## src/rtl/a23_copro_pkg.sv

```systemverilog
// Shared CP15 transfer encodings and initiator FSM states.
package a23_copro_pkg;

  localparam logic [1:0] COPRO_OP_IDLE  = 2'd0;
  localparam logic [1:0] COPRO_OP_READ  = 2'd1;
  localparam logic [1:0] COPRO_OP_WRITE = 2'd2;

  localparam logic [3:0] COPRO_NUM_CP15 = 4'd15;

  typedef enum logic [1:0] {
    IDLE    = 2'd0,
    ISSUE   = 2'd1,
    CAPTURE = 2'd2,
    RESP    = 2'd3
  } copro_state_t;

endpackage

```

## src/rtl/a23_copro_initiator.sv

```systemverilog
// CP15 MCR/MRC master; macro A23_COPRO_NUM_CHECK_EN rejects num != 15 with rsp_err.
// Latency: rsp_valid 2 (MCR) / 3 (MRC) cycles after accept plus stall cycles spent in ISSUE.
// Backpressure: one transfer in flight; req_ready low until the response handshake completes.
module a23_copro_initiator
  import a23_copro_pkg::*;
#(
  parameter int DATA_W = 32,
  parameter int TAG_W  = 4
) (
  input  logic              i_clk,
  input  logic              i_rst,
  input  logic              i_fetch_stall,
  input  logic              i_req_valid,
  output logic              o_req_ready,
  input  logic              i_req_write,
  input  logic [2:0]        i_req_opcode1,
  input  logic [2:0]        i_req_opcode2,
  input  logic [3:0]        i_req_crn,
  input  logic [3:0]        i_req_crm,
  input  logic [3:0]        i_req_num,
  input  logic [DATA_W-1:0] i_req_wdata,
  input  logic [TAG_W-1:0]  i_req_tag,
  output logic [2:0]        o_copro_opcode1,
  output logic [2:0]        o_copro_opcode2,
  output logic [3:0]        o_copro_crn,
  output logic [3:0]        o_copro_crm,
  output logic [3:0]        o_copro_num,
  output logic [1:0]        o_copro_operation,
  output logic [DATA_W-1:0] o_copro_write_data,
  input  logic [DATA_W-1:0] i_copro_read_data,
  output logic              o_rsp_valid,
  input  logic              i_rsp_ready,
  output logic [DATA_W-1:0] o_rsp_rdata,
  output logic [TAG_W-1:0]  o_rsp_tag,
  output logic              o_rsp_write,
  output logic              o_rsp_err,
  output logic              o_busy
);

  copro_state_t state_q, state_d;
  logic         accept;
  logic         num_bad;

`ifdef A23_COPRO_NUM_CHECK_EN
  assign num_bad = (i_req_num != COPRO_NUM_CP15);
`else
  assign num_bad = 1'b0;
`endif

  assign accept = (state_q == IDLE) && i_req_valid;

  always_ff @(posedge i_clk) begin
    if (i_rst) begin
      state_q <= IDLE;
    end else begin
      state_q <= state_d;
    end
  end

  always_comb begin
    state_d           = state_q;
    o_req_ready       = 1'b0;
    o_rsp_valid       = 1'b0;
    o_copro_operation = COPRO_OP_IDLE;
    o_busy            = (state_q != IDLE);
    unique case (state_q)
      IDLE: begin
        o_req_ready = 1'b1;
        if (i_req_valid) state_d = num_bad ? RESP : ISSUE;
      end
      ISSUE: begin
        o_copro_operation = o_rsp_write ? COPRO_OP_WRITE : COPRO_OP_READ;
        // An unstalled edge here is the one the coprocessor samples on.
        if (!i_fetch_stall) state_d = o_rsp_write ? RESP : CAPTURE;
      end
      CAPTURE: state_d = RESP;
      RESP: begin
        o_rsp_valid = 1'b1;
        if (i_rsp_ready) state_d = IDLE;
      end
      default: state_d = IDLE;
    endcase
  end

  // Field registers hold after the transfer so crn keeps steering the read mux.
  always_ff @(posedge i_clk) begin
    if (i_rst) begin
      o_copro_opcode1    <= '0;
      o_copro_opcode2    <= '0;
      o_copro_crn        <= '0;
      o_copro_crm        <= '0;
      o_copro_num        <= '0;
      o_copro_write_data <= '0;
      o_rsp_rdata        <= '0;
      o_rsp_tag          <= '0;
      o_rsp_write        <= 1'b0;
    end else if (accept) begin
      o_copro_opcode1    <= i_req_opcode1;
      o_copro_opcode2    <= i_req_opcode2;
      o_copro_crn        <= i_req_crn;
      o_copro_crm        <= i_req_crm;
      o_copro_num        <= i_req_num;
      o_copro_write_data <= i_req_wdata;
      o_rsp_rdata        <= '0;
      o_rsp_tag          <= i_req_tag;
      o_rsp_write        <= i_req_write;
    end else if (state_q == CAPTURE) begin
      o_rsp_rdata <= i_copro_read_data;
    end
  end

`ifdef A23_COPRO_NUM_CHECK_EN
  always_ff @(posedge i_clk) begin
    if (i_rst) begin
      o_rsp_err <= 1'b0;
    end else if (accept) begin
      o_rsp_err <= num_bad;
    end
  end
`else
  assign o_rsp_err = 1'b0;
`endif

endmodule
```

## config.mk

```make
export PLATFORM = sky130hd
export DESIGN_NAME = a23_copro_initiator
export DESIGN_NICKNAME = d
export VERILOG_FILES = /design/src/rtl/a23_copro_pkg.sv /design/src/rtl/a23_copro_initiator.sv
export SDC_FILE = /design/constraint.sdc
export NUM_CORES = 1
export LEC_CHECK = 0
export CORE_MARGIN = 3
export CORE_UTILIZATION = 35
export CTS_CLUSTER_DIAMETER = 50
export DETAILED_ROUTE_END_ITERATION = 6
export PLACE_DENSITY = 0.78
export SETUP_SLACK_MARGIN = 0.1
export SLEW_MARGIN = 5
export SYNTH_ARGS = -nofsm -noshare
export SYNTH_HDL_FRONTEND = slang
export SYNTH_SLANG_ARGS = --single-unit
export TNS_END_PERCENT = 1
```

## constraint.sdc

```tcl
create_clock -name i_clk -period 1.2 [get_ports i_clk]
set_input_delay 0.36 -clock i_clk [delete_from_list [all_inputs] [get_ports i_clk]]
set_output_delay 0.36 -clock i_clk [all_outputs]
set_load 0.05 [all_outputs]
```

**After elaboration in Yosys (flattened, before gate mapping)**

Cells that the tools add are included.
W data, S select, Z words.

- Reductions and logical operators: 5
- Eq/ne operators: 6
- Multiplexer cells: 9

Operators with widths:

| kind | number |
|---|---|
| $mux W2 | 5 |
| $pmux W2 S4 | 1 |
| $ne A2 B2 Y1 const B | 3 |
| $eq A2 B2 Y1 const B | 2 |
| $mux W1 | 3 |
| $reduce_and A3 Y1 | 1 |
| $eq A2 B1 Y1 const B | 1 |
| $logic_not A2 Y1 | 1 |
| $reduce_bool A2 Y1 | 1 |
| $reduce_or A2 Y1 | 1 |
| $logic_and A1 B1 Y1 | 1 |

- Output and inout port bits: 93
- Flip-flop bits (word level): 89
- Input port bits: 92
- Logic and storage cells: 30

**Logic depth before layout (Yosys ltp)**

- Word-level depth: 3
- Mapped depth: 7
- Mapped depth without buffers: 5

**Worst setup path after synthesis**

Ideal clock, no wire load.

- Path type: reg2out
- From: reg state_q[1]
- To: out o_copro_operation[0]
- Data arrival time: 1.306 ns
- Path buffers: 0
- Stages on the path, launching flop included: 4
- Path slack: -0.466 ns
- Path through: dfxtp_1 > inv_1 > ha_1 > nor2b_1

- Longest elaborated chain between the ends: 2

RTL lines:

| element | RTL line | source |
|---|---|---|
| start, declared | a23_copro_initiator.sv:40 | `copro_state_t state_q, state_d;` |
| start signal, assigned | a23_copro_initiator.sv:56 | `state_q <= state_d;` |
| $eq A2 B1 Y1 | a23_copro_initiator.sv:66 | `unique case (state_q)` |
| $mux W2 | a23_copro_initiator.sv:66 |  |
| end, declared | a23_copro_initiator.sv:28 | `output logic [1:0] o_copro_operation,` |

No other way between the ends.

**Worst setup path after layout**

- From: reg state_q[0]
- To: out o_busy

- Longest elaborated chain between the ends: 1

RTL lines:

| element | RTL line | source |
|---|---|---|
| $reduce_bool A2 Y1 | a23_copro_initiator.sv:65 | `o_busy = (state_q != IDLE);` |
| end, declared | a23_copro_initiator.sv:37 | `output logic o_busy` |

No other way between the ends.

==> results.sh <==
export IMPL_critical_path_peak_fanout=5
export IMPL_holdBufCountCts=0
export IMPL_synth_edf_count=0
export IMPL_synth_seq_area_share_pct=53.6
export IMPL_die_w_um=103
export IMPL_violations="negative setup slack"
export IMPL_synth_common_cells="nand2_1 (102), dfxtp_1 (89), a21oi_1 (46)"
export IMPL_setup_ws_ns=-0.389
export IMPL_hold_path_class="primary input to flip-flop"
export IMPL_die_h_um=103
export IMPL_drc_errors=0
export IMPL_ir_drop_v=0.00135
export IMPL_fin_skew_ns=0.00962
export IMPL_grt_setup_unrepaired="true"
export IMPL_cts_sinks=89
export IMPL_crit_type="flip-flop to output pin"
export IMPL_antenna_found_initial=0
export IMPL_final_area_mm2=0.00678
export IMPL_p_leak_uw=0.00253
export IMPL_syn_avg_cell_area_um2=9.04
export IMPL_cp_end_kind="output pin"
export IMPL_drt_iter0_drc=75
export IMPL_grt_pass1_wl_um=16000
export IMPL_powerDensity_mw_per_mm2=2040
export IMPL_cap_violations=0
export IMPL_drv_slew=0
export IMPL_ant_nets=0
export IMPL_dieArea_mm2=0.0107
export IMPL_yosysWarnings=0
export IMPL_p_comb_share_pct=55.4
export IMPL_dr_pass1_iters=4
export IMPL_status="finished with violations"
export IMPL_syn_area_mm2=0.00333
export IMPL_gr_usage_all_layers_pct=19.1
export IMPL_synth_nets=465
export IMPL_fin_tns_setup_ns=-13.80
export IMPL_synth_top_cell_area_share_pct=53.6
export IMPL_wl_per_cell_um=15.2
export IMPL_critPathArrivalTime_ns=1.23
export IMPL_p_int_uw=8260
export IMPL_clk_pin_slew_ns=0.08
export IMPL_dp_hpwl_um=7960
export IMPL_syn_to_final_growth_pct=104
export IMPL_synthTopCellsByArea="dfxtp_1 (54%), nand2_1 (12%), mux2i_1 (9.6%), a21oi_1 (6.9%), nor2_1 (3.6%)"
export IMPL_start_util_pct=37.1
export IMPL_synth_seq_cells=89
export IMPL_gp_congestion=0.739
export IMPL_ys_types=24
export IMPL_core_mm2=0.00898
export IMPL_nets=651
export IMPL_synthArstFlopShare_pct=0
export IMPL_htree_levels=3
export IMPL_synth_ff_type="dfxtp_1"
export IMPL_swShare_pct=40.4
export IMPL_p_seq_share_pct=30.1
export IMPL_clock_latency_ns=0.34
export IMPL_place_area_mm2=0.00633
export IMPL_hold_viol_final=0
export IMPL_io_pins=185
export IMPL_yosysMostFrequentCell="nand2_1"
export IMPL_wl_um=10400
export IMPL_rows=34
export IMPL_netlist_instances=368
export IMPL_clock_fmax_mhz=629
export IMPL_drive_above_1_share_pct=48.5
export IMPL_cts_root_buf="clkbuf_8"
export IMPL_overflow=0
export IMPL_p_sw_uw=5600
export IMPL_vias=3193
export IMPL_clockBufferDepth=2
export IMPL_worstPathRequired_ns=0.84
export IMPL_grt_max_degree=41
export IMPL_cts_tree="built"
export IMPL_avgViaCountPerCell=4.66
export IMPL_diodes=0
export IMPL_setup_viol=110
export IMPL_pwr_share_clk_pct=14.6
export IMPL_portBuffers=183
export IMPL_timing_final_crit_share_pct=132
export IMPL_cts_buffers=9
export IMPL_yosys_area_top_type="dfxtp_1"
export IMPL_cp_start_kind="flip-flop"
export IMPL_grt_pass1_vias=3257
export IMPL_post_route_min_period_ns=1.59
-- cells in the final DEF (no fill, tap or decap), types with 2 or more instances in the layout --
cell type        count
ha_4                 4
dfxtp_2             84
clkdlybuf4s50_1     90
nor2_2               2
buf_12              98
clkinvlp_4           2
mux2i_1             32
buf_4               11
nand2b_4             3
a21oi_1             30
nor2_1              30
clkbuf_8            11
nand2_1             99
inv_6                2
nand2_4              2
and2_4               2
a21oi_2             26
nand2_2             11
dfxtp_4              5
-- worst paths after layout --
path                                       startpoint                endpoint  slack [ns]  cells after the start
worst max-delay path                       state_q[0]                  o_busy       -0.39                      4
worst min-delay path                            i_rst  o_copro_write_data[30]        0.42                      3
worst max register to register             state_q[0]      o_copro_opcode2[2]       -0.20                      7
worst min register to register  o_copro_write_data[2]   o_copro_write_data[2]        0.48                      2
-- final cells by class --
cell class / instances / area [um^2]
clock inverters: 3 / 21.3
clock buffers: 13 / 180
multi-input cells: 250 / 1530
repair buffers: 201 / 2960
fillers: 580 / 2200
inverters: 3 / 25.0
well taps: 126 / 158
flip-flops and latches: 89 / 1910
-- layer usage --
layer / up-vias / part of all wire, % / global-route usage (%)
met2: 127 / 51 / 34.5
met5: - / 0 / 0
met1: 1496 / 38 / 20.9
met4: 0 / 1.4 / 6.37
li1: 1557 / - / -
met3: 13 / 9.1 / 6.57
-- power groups by stage --
stage                     Sequential, uW  Combinational, uW  Clock (uW)
after global routing                4230               8090        2190
after floorplan                     5490               2710           0
after global placement              4110               7320           0
after detailed placement            4150               7460           0
final                               4170               7680        2020
after CTS                           4170               7620        2100
-- repair_timing --
| action | in CTS | in global routing |
|---|---|---|
| setup buffers | 3 | 1 |
| gates resized for setup | 92 | 22 |
| endpoints found under the setup margin | 181 | 181 |
| pin swaps | 16 | 5 |
-- metrics by stage --
stage	total power [uW]	setup slack (ns)	hold slack, ns	utilization, %	std cells
finish	13900	-0.389	0.418	75.5	685
global route	14500	-0.454	0.433	75.5	685
CTS	13900	-0.402	0.396	74.6	684
detailed placement	11600	-0.398	0.485	70.6	665
global placement	11400	-0.325	0.479	70.6	665
floorplan	8200	-0.0314	0.495	-	368
-- critical path, cell delays in order, from the launching register on --
cell        delay (ns)
dfxtp_4           0.38
inv_6             0.09
ha_4              0.17
clkinvlp_4        0.10
buf_12            0.15
-- logic make-up after synthesis --
group                    after synthesis  synth area share, %
AND/OR/NAND/NOR                      153                 18.7
flip-flops                            89                 53.6
AO/OA/AOI/OAI                         59                 10.5
multiplexers                          32                 9.63
buffers and inverters                 29                 5.64
adder cells (fa/ha/maj)                5                 1.88
other                                  1                0.113
-- sequential cells by signal (all words and copies together), names as in the netlist, 2 cells and up --
name and cells:
o_copro_opcode1 3, o_rsp_rdata 32, o_copro_crm 4, o_copro_crn 4
o_copro_write_data 32, o_rsp_tag 4, o_copro_num 4, state_q 2
o_copro_opcode2 3
No activity file was read; power rests on OpenSTA's default activity.
